[config.mk]
export PLATFORM = sky130hd
export DESIGN_NAME = instr_fetch
export DESIGN_NICKNAME = d
export VERILOG_FILES = /design/src/rtl/fetch_pkg.sv /design/src/rtl/instr_fifo.sv /design/src/rtl/instr_fetch.sv
export SDC_FILE = /design/constraint.sdc
export NUM_CORES = 1
export LEC_CHECK = 0
export ABC_CLOCK_PERIOD_IN_PS = 8700
export CORE_ASPECT_RATIO = 1.1
export CORE_UTILIZATION = 55
export DETAILED_ROUTE_END_ITERATION = 10
export PLACE_DENSITY = 0.81
export RECOVER_POWER = 100
export SYNTH_ARGS = -nofsm -noshare
export SYNTH_HDL_FRONTEND = slang
export SYNTH_SLANG_ARGS = --single-unit
[constraint.sdc]
create_clock -name clk -period 8.7 [get_ports clk]
set_input_delay 1.305 -clock clk [delete_from_list [all_inputs] [get_ports clk]]
set_output_delay 1.305 -clock clk [all_outputs]
set_load 0.01 [all_outputs]
[src/rtl/fetch_pkg.sv]
// Shared types and constants for the instruction fetch front end.
//   FETCH_DATA_W / FETCH_ADDR_W : widths of one buffered fetch entry
//   RESET_PC_DEFAULT            : default first fetch address after reset
//   INSTR_BYTES                 : byte stride between sequential instructions
//   fetch_entry_t               : {pc, instr} payload held in the fetch FIFO
package fetch_pkg;

    localparam int unsigned FETCH_DATA_W = 32;
    localparam int unsigned FETCH_ADDR_W = 32;
    localparam int unsigned INSTR_BYTES  = 4;

    localparam logic [FETCH_ADDR_W-1:0] RESET_PC_DEFAULT = 32'h0000_0000;

    typedef struct packed {
        logic [FETCH_ADDR_W-1:0] pc;
        logic [FETCH_DATA_W-1:0] instr;
    } fetch_entry_t;

endpackage

[src/rtl/instr_fifo.sv]
// Synchronous FIFO of fetch entries with flush.
//   clk, rst     : clock, synchronous active-high reset
//   push_i       : write push_data_i at the tail (ignored when full)
//   pop_i        : drop the head (ignored when empty)
//   flush_i      : empty the FIFO; wins over push and pop
//   head_o       : current head entry (all-zero after reset)
//   full_o, empty_o, count_o : occupancy status from registered state
module instr_fifo
    import fetch_pkg::*;
#(
    parameter int unsigned DEPTH = 4,
    localparam int unsigned CNT_W = $clog2(DEPTH + 1)
) (
    input  logic             clk,
    input  logic             rst,
    input  logic             push_i,
    input  fetch_entry_t     push_data_i,
    input  logic             pop_i,
    input  logic             flush_i,
    output fetch_entry_t     head_o,
    output logic             full_o,
    output logic             empty_o,
    output logic [CNT_W-1:0] count_o
);

    localparam int unsigned PTR_W = $clog2(DEPTH);

    fetch_entry_t     mem_q [DEPTH];
    logic [PTR_W-1:0] wr_ptr_q, wr_ptr_d;
    logic [PTR_W-1:0] rd_ptr_q, rd_ptr_d;
    logic [CNT_W-1:0] count_q, count_d;
    logic             do_push, do_pop;

    assign full_o  = (count_q == CNT_W'(DEPTH));
    assign empty_o = (count_q == '0);
    assign count_o = count_q;
    assign head_o  = mem_q[rd_ptr_q];

    assign do_push = push_i && !full_o;
    assign do_pop  = pop_i && !empty_o;

    // Pointer/count update; DEPTH is a power of two so pointers wrap naturally.
    always_comb begin
        wr_ptr_d = wr_ptr_q;
        rd_ptr_d = rd_ptr_q;
        count_d  = count_q;
        if (flush_i) begin
            wr_ptr_d = '0;
            rd_ptr_d = '0;
            count_d  = '0;
        end else begin
            if (do_push) wr_ptr_d = wr_ptr_q + PTR_W'(1);
            if (do_pop)  rd_ptr_d = rd_ptr_q + PTR_W'(1);
            count_d = count_q + CNT_W'(do_push) - CNT_W'(do_pop);
        end
    end

    // Storage is cleared on reset so the head reads as zero until the first push.
    always_ff @(posedge clk) begin
        if (rst) begin
            wr_ptr_q <= '0;
            rd_ptr_q <= '0;
            count_q  <= '0;
            for (int i = 0; i < int'(DEPTH); i++) begin
                mem_q[i] <= '0;
            end
        end else begin
            wr_ptr_q <= wr_ptr_d;
            rd_ptr_q <= rd_ptr_d;
            count_q  <= count_d;
            if (do_push && !flush_i) begin
                mem_q[wr_ptr_q] <= push_data_i;
            end
        end
    end

endmodule

[src/rtl/instr_fetch.sv]
// Instruction fetch front end: PC generation, credit-limited in-order memory
// requests, response buffering and redirect flush.
//   clk, rst                         : clock, synchronous active-high reset
//   imem_req_valid/addr/ready        : read request channel to instruction memory
//   imem_rsp_valid/data              : in-order read responses (latency >= 1)
//   instr_valid/instr/instr_pc/ready : head of the fetch buffer towards decode
//   redirect_valid/redirect_pc       : resolved jump / taken branch target
module instr_fetch
    import fetch_pkg::*;
#(
    parameter int unsigned           DATA_WIDTH = FETCH_DATA_W,
    parameter int unsigned           ADDR_WIDTH = FETCH_ADDR_W,
    parameter int unsigned           DEPTH      = 4,
    parameter logic [ADDR_WIDTH-1:0] RESET_PC   = RESET_PC_DEFAULT
) (
    input  logic                  clk,
    input  logic                  rst,
    output logic                  imem_req_valid,
    output logic [ADDR_WIDTH-1:0] imem_req_addr,
    input  logic                  imem_req_ready,
    input  logic                  imem_rsp_valid,
    input  logic [DATA_WIDTH-1:0] imem_rsp_data,
    output logic                  instr_valid,
    output logic [DATA_WIDTH-1:0] instr,
    output logic [ADDR_WIDTH-1:0] instr_pc,
    input  logic                  instr_ready,
    input  logic                  redirect_valid,
    input  logic [ADDR_WIDTH-1:0] redirect_pc
);

    localparam int unsigned CNT_W = $clog2(DEPTH + 1);
    localparam int unsigned SUM_W = CNT_W + 1;

    logic [ADDR_WIDTH-1:0] fetch_pc_q, fetch_pc_d;
    logic [ADDR_WIDTH-1:0] rsp_pc_q, rsp_pc_d;
    logic [ADDR_WIDTH-1:0] redirect_target;
    logic [CNT_W-1:0]      outstanding_q, outstanding_d;
    logic [CNT_W-1:0]      kill_q, kill_d;
    logic [CNT_W-1:0]      fifo_count;
    logic                  credit_ok, req_fire, rsp_keep, fifo_pop;
    logic                  fifo_full, fifo_empty;
    fetch_entry_t          push_entry, head_entry;

    assign redirect_target = redirect_pc & ~ADDR_WIDTH'(INSTR_BYTES - 1);

    // Credit covers buffered plus in-flight words, from registered counts only.
    assign credit_ok      = (SUM_W'(outstanding_q) + SUM_W'(fifo_count)) < SUM_W'(DEPTH);
    assign imem_req_valid = !rst && !redirect_valid && credit_ok;
    assign imem_req_addr  = fetch_pc_q;
    assign req_fire       = imem_req_valid && imem_req_ready;

    assign rsp_keep = imem_rsp_valid && !redirect_valid && (kill_q == '0);
    assign fifo_pop = instr_valid && instr_ready;

    // rsp_pc_q is the PC of the oldest surviving request: requests after a
    // redirect are sequential from the target and killed words never advance it.
    always_comb begin
        push_entry       = '0;
        push_entry.pc    = FETCH_ADDR_W'(rsp_pc_q);
        push_entry.instr = FETCH_DATA_W'(imem_rsp_data);
    end

    always_comb begin
        fetch_pc_d    = fetch_pc_q;
        rsp_pc_d      = rsp_pc_q;
        kill_d        = kill_q;
        outstanding_d = outstanding_q + CNT_W'(req_fire) - CNT_W'(imem_rsp_valid);
        if (redirect_valid) begin
            fetch_pc_d = redirect_target;
            rsp_pc_d   = redirect_target;
            // Every response still owed is stale; outstanding already includes
            // words previously marked for kill, so it is not added on top.
            kill_d     = outstanding_q - CNT_W'(imem_rsp_valid);
        end else begin
            if (req_fire) begin
                fetch_pc_d = fetch_pc_q + ADDR_WIDTH'(INSTR_BYTES);
            end
            if (imem_rsp_valid && (kill_q != '0)) begin
                kill_d = kill_q - CNT_W'(1);
            end
            if (rsp_keep) begin
                rsp_pc_d = rsp_pc_q + ADDR_WIDTH'(INSTR_BYTES);
            end
        end
    end

    always_ff @(posedge clk) begin
        if (rst) begin
            fetch_pc_q    <= RESET_PC;
            rsp_pc_q      <= RESET_PC;
            outstanding_q <= '0;
            kill_q        <= '0;
        end else begin
            fetch_pc_q    <= fetch_pc_d;
            rsp_pc_q      <= rsp_pc_d;
            outstanding_q <= outstanding_d;
            kill_q        <= kill_d;
        end
    end

    instr_fifo #(
        .DEPTH (DEPTH)
    ) u_fifo (
        .clk         (clk),
        .rst         (rst),
        .push_i      (rsp_keep),
        .push_data_i (push_entry),
        .pop_i       (fifo_pop),
        .flush_i     (redirect_valid),
        .head_o      (head_entry),
        .full_o      (fifo_full),
        .empty_o     (fifo_empty),
        .count_o     (fifo_count)
    );

    assign instr_valid = !fifo_empty;
    assign instr       = DATA_WIDTH'(head_entry.instr);
    assign instr_pc    = ADDR_WIDTH'(head_entry.pc);

    // Memory must not answer more requests than it accepted.
    a_rsp_matched : assert property (@(posedge clk) disable iff (rst)
        imem_rsp_valid |-> (outstanding_q != '0))
        else $error("instr_fetch: imem response without an outstanding request");

    a_no_overflow : assert property (@(posedge clk) disable iff (rst)
        rsp_keep |-> !fifo_full)
        else $error("instr_fetch: push into a full fetch buffer");

endmodule

---- After elaboration in Yosys (flattened, before gate mapping) ----
Memories as Yosys holds them, arrays and structs flattened. A register that Yosys moved wholly into a read port is not among the register bits.
Cells that the tools add are included.
storage, ports and cells
  output and inout bits ................... 98
  memories ................................ 1
  input bits .............................. 70
  bits in registers ....................... 77
  logic and storage cells ................. 61
  memory bits (writable) .................. 256
cells by class
  equal/unequal tests ..................... 1
  mux-type cells .......................... 16
  reductions and logical operators ........ 22
  $add $sub $neg .......................... 11
  order comparisons ....................... 1
memory list
  name          words  bits a word  read ports  clocked after memory_dff  wr ports  RTL line          text
  u_fifo.mem_q  4      64           1           1                         4         instr_fifo.sv:28  fetch_entry_t mem_q [DEPTH];
operators with widths
  cell                   number
  $mux 32                4
  $add 32x3->32 const B  2
  $mux 64                1
  $reduce_or 64->1       1
  $logic_and 1x1->1      10
  $sub 3x1->3            3
  $add 3x1->3            2
  $logic_not 3->1        2
  $mux 1                 6
  $mux 2                 3
  $mux 3                 2
  $reduce_bool 2->1      3
  $add 2x1->2 const B    2
  $add 3x3->4            1
  $logic_not 1->1        4
  $lt 4x3->1 const B     1
  $eq 3x3->1 const B     1
  $reduce_bool 3->1      1
  $sub 3x1->3 const B    1
  $reduce_or 2->1        1

---- Depth between registers and ports, before layout ----
Gate-level depths: netlist (run 1).
  depth in word-level cells ............... 10
  mapped depth ............................ 12
  mapped depth without buffers ............ 11

---- Cells and area by module ----
Synthesis (run 1) repeated with hierarchy kept, for this count alone.
second synthesis, totals
  cells, all modules ...................... 1146
  area total of the unflattened synthesis .. 15318.4 um^2
modules (own cells, without submodules)
  module       area each (um^2)  instances  cells an instance  sequential area each (um^2)
  instr_fifo   11462.2           1          669                7867.5
  instr_fetch  3856.2            1          477                1321.3

---- Least setup slack after synthesis (run 1) ----
Ideal clock, no wire load.
  path type ............................... in2reg
  from .................................... input port imem_rsp_valid
  to ...................................... memory u_fifo.mem_q[1][0] (netlist bit) (enable)
  setup slack ............................. 3.122 ns
  setup time .............................. 0.495 ns
  path buffers ............................ 0
  cell stages on the path ................. 4
  arrival time ............................ 5.083 ns
  required time ........................... 8.205 ns
  path through ............................ nand3b_1 > a211oi_1 > nand2_1 > o21bai_1
RTL lines
  what                RTL line           text
  start: declaration  instr_fetch.sv:21  input logic imem_rsp_valid,
  end: declaration    instr_fifo.sv:28

==> results of run 1 <==
## flip-flops by register name, indices dropped and copies added (netlist names), named ones only
register,cells
u_fifo.mem_q,248
rsp_pc_q,30
kill_q,3
u_fifo.count_o,3
imem_req_addr,30
u_fifo.rd_ptr_q,2
u_fifo.wr_ptr_q,2
outstanding_q,3
## per-layer routing
layer / GRT usage (%) / vias to the layer above
met5: 0 / -
met4: 5.57 / 0
met3: 3.27 / 45
met2: 40.7 / 355
met1: 31.9 / 4738
li1: - / 4400
## synthesized netlist by cell type, drive strengths merged (17+ instances only)
cell type and number:
a21oi 23, and3 73, xnor2 29, nand4 22, buf 22, nand3 23, nand2 49, dfxtp 75
clkbuf 61, a31oi 18, nor2 40, inv 23, o21ai 17, edfxtp 248, mux4 62, and2 196
## logic make-up (layout without fill, tap and decap cells)
| logic type | count (synthesis) | count (layout) |
|---|---|---|
| fa+ha+maj | 14 | 14 |
| flops | 323 | 323 |
| buf+inv | 107 | 256 |
| xor+xnor | 42 | 42 |
| simple gates | 460 | 460 |
| compound gates | 110 | 110 |
| other cells | 1 | 5 |
| mux | 68 | 68 |
## worst register-to-register path, delay by kind of cell (launching register included)
family	cells	cell delay, ns
simple gates	1	0.28
flops	1	0.30
fa+ha+maj	1	0.21
compound gates	2	0.95
buf+inv	2	2.87
## through the flow
step / utilization (%) / instance area [um^2] / hold WS, ns / power (mW)
final: 66.9 / 17600 / 0.514 / 3.47
after global routing: 66.9 / 17600 / 0.541 / 3.58
after CTS: 67.1 / 17700 / 0.520 / 3.50
after detailed placement: 63.4 / 16700 / 0.502 / 2.22
after global placement: 63.4 / 16700 / 0.486 / 2.21
after floorplan: - / 14900 / 0.485 / 2.04
## power groups by stage
stage                     logic [mW]  registers (mW)  clock network (mW)
after CTS                      0.384            1.81                1.31
after global routing           0.394            1.82                1.36
final                          0.362            1.81                1.29
after global placement         0.377            1.83                   0
after detailed placement       0.382            1.84                   0
after floorplan                0.218            1.82                   0
## path summary, 6_finish.rpt
path / startpoint / to / depth (start not counted)
worst max-delay path: flop / instr_pc[19] / 3
worst min-delay path: imem_req_addr[29] / imem_req_addr[29] / 1
worst max register to register: kill_q[0] / u_fifo.mem_q[0][46] / 6
worst min register to register: imem_req_addr[29] / imem_req_addr[29] / 1
## placed cells by master, fill, tap and decap left out, drive strengths merged, types with 3 or more instances in the layout
cell type        n
nand4           22
nand3b           3
nor2            40
clkinvlp         5
conb             4
mux2i            3
dfxtp           75
and3b            3
and4             5
clkinv          14
and3            73
xor2            13
xnor2           29
a211oi          11
buf             10
nand4b           3
edfxtp         248
nand2           49
mux2             3
and2           196
inv             26
a21oi           23
o21bai          10
a21boi          11
a21o             3
ha              12
clkbuf          39
or3              6
a31oi           18
mux4            62
nor4            15
dlygate4sd3     94
o21ai           17
nand3           23
nor3            10
clkdlybuf4s50   66
o22ai            3
o211ai           3
nor2b            4
## area by class of cell
type	count	area, um^2
antenna	1	2.50
clock buffer	35	791
clock inverter	23	179
fill	1831	8690
inverter	24	90.1
multi-input combinational	698	5460
sequential	323	8950
tap	352	440
timing repair buffer	174	1690
==> reports/metrics.cfg, run 1 <==
[placement]
detailed_place_hpwl_um = 18900
io_buffer_count = 161
detailedPlace.worstSlack_ns = 3.20
gp_congestion = 0.866
place.detailed.instances = 1571

[sta]
tns_ns = 0
setup-violations-final = 0
worst_slack_ns = 2.30
final.min_clock_period_ns = 6.40
setup_repair_after_global_routing_missed_its_margin = false
fmax_mhz = 156
relSlewSlack_pct = -165
timing.clock.skew_ns = 0.0111
final_min_period_over_clock_period_pct = 73.6
report.final.hold_viol_count = 0
timing_worst_slew_pin_value_ns = 3.98
final_max_slew_viol_count = 273

[die]
core_area_um2 = 26300
design.portCount = 168
num_rows = 62
die-area_um2 = 27700
dieWidth_um = 159
die_y_um = 174
starting_density_of_the_core_pct = 56.4

[yosys]
synth_top_cells_by_area = sky130_fd_sc_hd__edfxtp_1 50%, sky130_fd_sc_hd__dfxtp_1 10%, sky130_fd_sc_hd__mux4_2 9.4%
synth_flop_cell = sky130_fd_sc_hd__edfxtp_1
main_combinational_cell_family_by_area_after_synthesis = simple AND/OR/NAND/NOR gates
ys_async_rst_share_pct = 0
seq_area_frac_synth_pct = 60.3
yosys.cell_types.count = 63
syn_area_per_cell_um2 = 13.2
synth-seq-cells = 323
synth-warning-count = 0
synth-adder-area-share_pct = 1.28
synth.cell_area_um2 = 14800
synth_simple_gate_area_share_pct = 18.2
muxShareOfSynthArea_pct = 9.84
synth_edf_count = 248
largest_area_contributor_in_the_netlist = sky130_fd_sc_hd__edfxtp_1
synth_compound_area_share_pct = 4.90
synth_top_area_share_pct = 50.2
synth_xor_xnor_area_share_pct = 2.48
syn_inst = 1125

[global_routing]
grt_util_all_layers_pct = 23.7
via_count_of_the_first_global_routing_pass = 9615
antenna_found_initial = 0
grt_first_pass_wirelength_um = 50800
total_gr_overflow = 0
pin_count_of_the_biggest_net_entering_global_routing = 127

[critical_path]
cpMaxStageDelayCell = sky130_fd_sc_hd__clkbuf_1
critical_path_arrival_ns = 5.10
cp-start-kind = flop
reg2reg_setup_slack_ns = 3.55
cp_max_fo = 62
worst_path_buffer_plus_inverter_count = 2
path_cells = clkbuf_1, mux4_2, dlygate4sd3_1
critPathRequiredTime_ns = 7.39
worst_path_dominant_cell_family = buffers and inverters
critical-path-max-stage-delay_ns = 2.76
critical_path_class = reg2out
worstSetupEndpointType = output port

[cts]
max_h_tree_level = 1
buffer_levels_on_the_longest_clock_path = 3
cts_root_cell = sky130_fd_sc_hd__clkbuf_16
tritoncts = done
resize_count_post_cts = 0
worst_skew_pair.late_latency_ns = 0.56
clock-sinks = 323
hold_bufs_at_cts = 0
cts.reportedPaths.clkPinSlew_ns = 0.07
cts_setup_buffers = 0
cts_made_buffers = 31

[outcome]
violations = max-capacitance violations, max-slew violations
run_status = finished, violations left

[min_path]
holdCritPathClass = reg2reg

[drt]
postRouteWirelength_um = 32500
average_detailed_routed_wire_length_per_instance_um = 19.9
vias = 9538
met2RoutedLength_um = 16300
m1WireLength_um = 13700
drcViolationCount = 0
post_drt_via_cell_ratio = 5.85
ant_nets = 0
top_layer_used = met4
first_pass_iters = 7
violation_count_after_the_first_detailed_routing_iteration = 808
detailroute.wirelength.met3_um = 2070

[run]
max_cap_violations = 5

[layout]
drive_above_1_share_pct = 10.5
layout.cells.non_filler = 1630
syn_to_layout_area_delta_pct = 18.6
fin_nets = 1336

[pwr]
comb_power_share_pct = 10.4
clkPwrFrac_pct = 37.3
seqPwrFrac_pct = 52.3
vdd_drop_max_mv = 0.159
switching_power_mw = 0.822
internal-power_mw = 2.64
cellLeakagePower_nw = 6.52
pwr_density_cell_nw_per_um2 = 197
swShare_pct = 23.7

Power figures use the tool's default switching activity.
==> run 2: changes to the inputs <==
--- a/config.mk
+++ b/config.mk
@@ -5,7 +5,7 @@
 export SDC_FILE = /design/constraint.sdc
 export NUM_CORES = 1
 export LEC_CHECK = 0
-export ABC_CLOCK_PERIOD_IN_PS = 8700
+export ABC_CLOCK_PERIOD_IN_PS = 6100
 export CORE_ASPECT_RATIO = 1.1
 export CORE_UTILIZATION = 55
 export DETAILED_ROUTE_END_ITERATION = 10
==> constraint.sdc (replaced) <==
create_clock -name clk -period 6.1 [get_ports clk]
set_input_delay 0.915 -clock clk [delete_from_list [all_inputs] [get_ports clk]]
set_output_delay 0.915 -clock clk [all_outputs]
set_load 0.01 [all_outputs]
==> run 2 against run 1 <==
Compared with the run above: the flow still finishes with violations (max-capacitance violations, max-slew violations); sequential power rose by 43%; critical path depth did not move; sequential cell count did not move; count of clock-buffer cells in the layout rose by 6; total power rose by 42%; worst setup slack got worse by 1.0 ns; critical endpoint is now instr_pc[5].
==> reports/metrics.cfg, run 2 (synthesis results as in run 1) <==
[layout]
n_fill_cell = 1849  ; +0.98%
post_route_design_area_um2 = 17600  ; about the same
syn_to_layout_area_delta_pct = 18.5  ; about the same
commonest_cells_after_routing_fill_and_taps_aside = 248 x sky130_fd_sc_hd__edfxtp_1, 123 x sky130_fd_sc_hd__and2_1, 90 x sky130_fd_sc_hd__dlygate4sd3_1, 74 x sky130_fd_sc_hd__dfxtp_1
top_register = u_fifo.mem_q
fin_nets = 1339  ; +0.22%
finalCoreUtilization_pct = 66.9  ; about the same
final-seq-area_um2 = 8950  ; about the same
multi_input_gate_area_um2 = 5460  ; about the same
drive_above_1_share_pct = 10.6  ; +0.062 points
num_antenna_cells = 0  ; -1
largest_register_ffs = 248  ; unchanged
final_common_cell = sky130_fd_sc_hd__edfxtp_1

[placement]
gp_congestion = 0.872  ; +0.72%
post_place_instance_area_um2 = 16700  ; +0.13%
io_buffer_count = 161  ; unchanged
detailedPlace.worstSlack_ns = 2.09  ; -1.11 ns
detailed_place_hpwl_um = 19800  ; +4.6%

[cts]
tritoncts = done
max_h_tree_level = 1  ; unchanged
clock-sinks = 323  ; unchanged
resize_count_post_cts = 0  ; unchanged
buffer_levels_on_the_longest_clock_path = 3  ; unchanged
cts.reportedPaths.clkPinSlew_ns = 0.06  ; about the same
cts_setup_buffers = 0  ; unchanged
cts_root_cell = sky130_fd_sc_hd__clkbuf_16
worst_skew_pair.late_latency_ns = 0.57  ; about the same
cts_made_buffers = 31  ; unchanged
hold_bufs_at_cts = 0  ; unchanged

[pwr]
comb_power_share_pct = 10.5  ; about the same
clkPwrFrac_pct = 36.8  ; -0.5 points
swShare_pct = 23.4  ; -0.33 points
seqPwrFrac_pct = 52.7  ; +0.4 points
pwr_density_cell_nw_per_um2 = 279  ; +42%
vdd_drop_max_mv = 0.191  ; +20%
switching_power_mw = 1.15  ; +40%
internal-power_mw = 3.76  ; +42%
cellLeakagePower_nw = 6.52  ; -0.12%

[critical_path]
critPathRequiredTime_ns = 5.18  ; -2.21 ns
cp-start-kind = flop
worstSetupEndpointType = output port
critical_path_arrival_ns = 3.92  ; -1.18 ns
cp_max_fo = 34  ; -45%
critical-path-max-stage-delay_ns = 1.34  ; -1.42 ns
cpMaxStageDelayCell = sky130_fd_sc_hd__dfxtp_1
path_cells = clkbuf_2, mux4_2, dlygate4sd3_1
critical_path_class = reg2out

[drt]
ant_nets = 0  ; unchanged
violation_count_after_the_first_detailed_routing_iteration = 819  ; +1.4%
post_drt_via_cell_ratio = 5.84  ; -0.26%
postRouteWirelength_um = 33000  ; +1.5%
average_detailed_routed_wire_length_per_instance_um = 20.2  ; +1.4%
first_pass_iters = 5  ; -2
vias = 9519  ; -0.20%
drcViolationCount = 0  ; unchanged

[sta]
final.min_clock_period_ns = 4.83
fmax_mhz = 207
timing.clock.skew_ns = 0.0282  ; +0.0171 ns
timing_worst_slew_pin_value_ns = 1.99  ; -1.99 ns
tns_ns = 0  ; unchanged
final_max_slew_viol_count = 252  ; -7.7%
final_min_period_over_clock_period_pct = 79.2
relSlewSlack_pct = -32.7  ; +130 points
setup-violations-final = 0  ; unchanged
setup_repair_after_global_routing_missed_its_margin = false
report.final.hold_viol_count = 0  ; unchanged
worst_slack_ns = 1.27  ; -1.03 ns

[global_routing]
total_gr_overflow = 0  ; unchanged
grt_util_all_layers_pct = 24.3  ; +0.52 points
via_count_of_the_first_global_routing_pass = 9478  ; -1.4%
pin_count_of_the_biggest_net_entering_global_routing = 125  ; -1.6%
antenna_found_initial = 0  ; unchanged
grt_first_pass_wirelength_um = 51500  ; +1.4%

[outcome]
run_status = finished, violations left
violations = max-capacitance violations, max-slew violations

[die]
core_area_um2 = 26300  ; unchanged
die-area_um2 = 27700  ; unchanged
num_rows = 62  ; unchanged
dieWidth_um = 159  ; unchanged
design.portCount = 168  ; unchanged
starting_density_of_the_core_pct = 56.4  ; unchanged
die_y_um = 174  ; unchanged

[min_path]
holdCritPathClass = reg2reg

[run]
max_cap_violations = 6  ; +1

==> run 2: critical path, delay by kind of cell, from the launching register on <==
family | cells | cell delay [ns]
buffers and inverters | 2 | 1.58
muxes | 1 | 0.43
DFF | 1 | 1.34
==> run 2: worst paths after layout <==
path | start | end | slack [ns] | cells after the start
min | imem_req_addr[29] | imem_req_addr[29] | 0.52 | 1
min reg2reg | imem_req_addr[29] | imem_req_addr[29] | 0.52 | 1
max | flop | instr_pc[5] | 1.27 | 3
max reg2reg | u_fifo.count_o[2] | outstanding_q[2] | 1.69 | 11
==> run 2: power by group through the flow <==
stage	Sequential (mW)	Clock, mW	Combinational, mW
after detailed placement	2.63	0	0.546
final	2.59	1.81	0.515
after CTS	2.58	1.83	0.549
after global routing	2.60	1.91	0.563
after global placement	2.62	0	0.538
after floorplan	2.60	0	0.311
==> run 2: area by class of cell <==
class,count,share of cell area (%)
Tap cell,352,2.50
Clock inverter,16,0.604
Sequential cell,323,50.9
Timing Repair Buffer,177,9.65
Clock buffer,41,4.79
Multi-Input combinational cell,698,31.1
Inverter,24,0.512
==> run 2: per-layer routing <==
metal  global-route usage [%]  vias to the layer above  routed length, um
li1                         -                     4404                  -
met1                     32.7                     4700              13600
met2                     40.8                      373              16500
met3                     3.81                       42               2220
met4                     6.61                        0                671
met5                        0                        -                  0
==> run 2: stage by stage <==
stage	power, mW	hold WS [ns]	cells
after detailed placement	3.17	0.489	1574
after global placement	3.16	0.483	1574
final	4.91	0.516	1631
after global routing	5.08	0.548	1631
after CTS	4.96	0.506	1631
after floorplan	2.91	0.485	1128
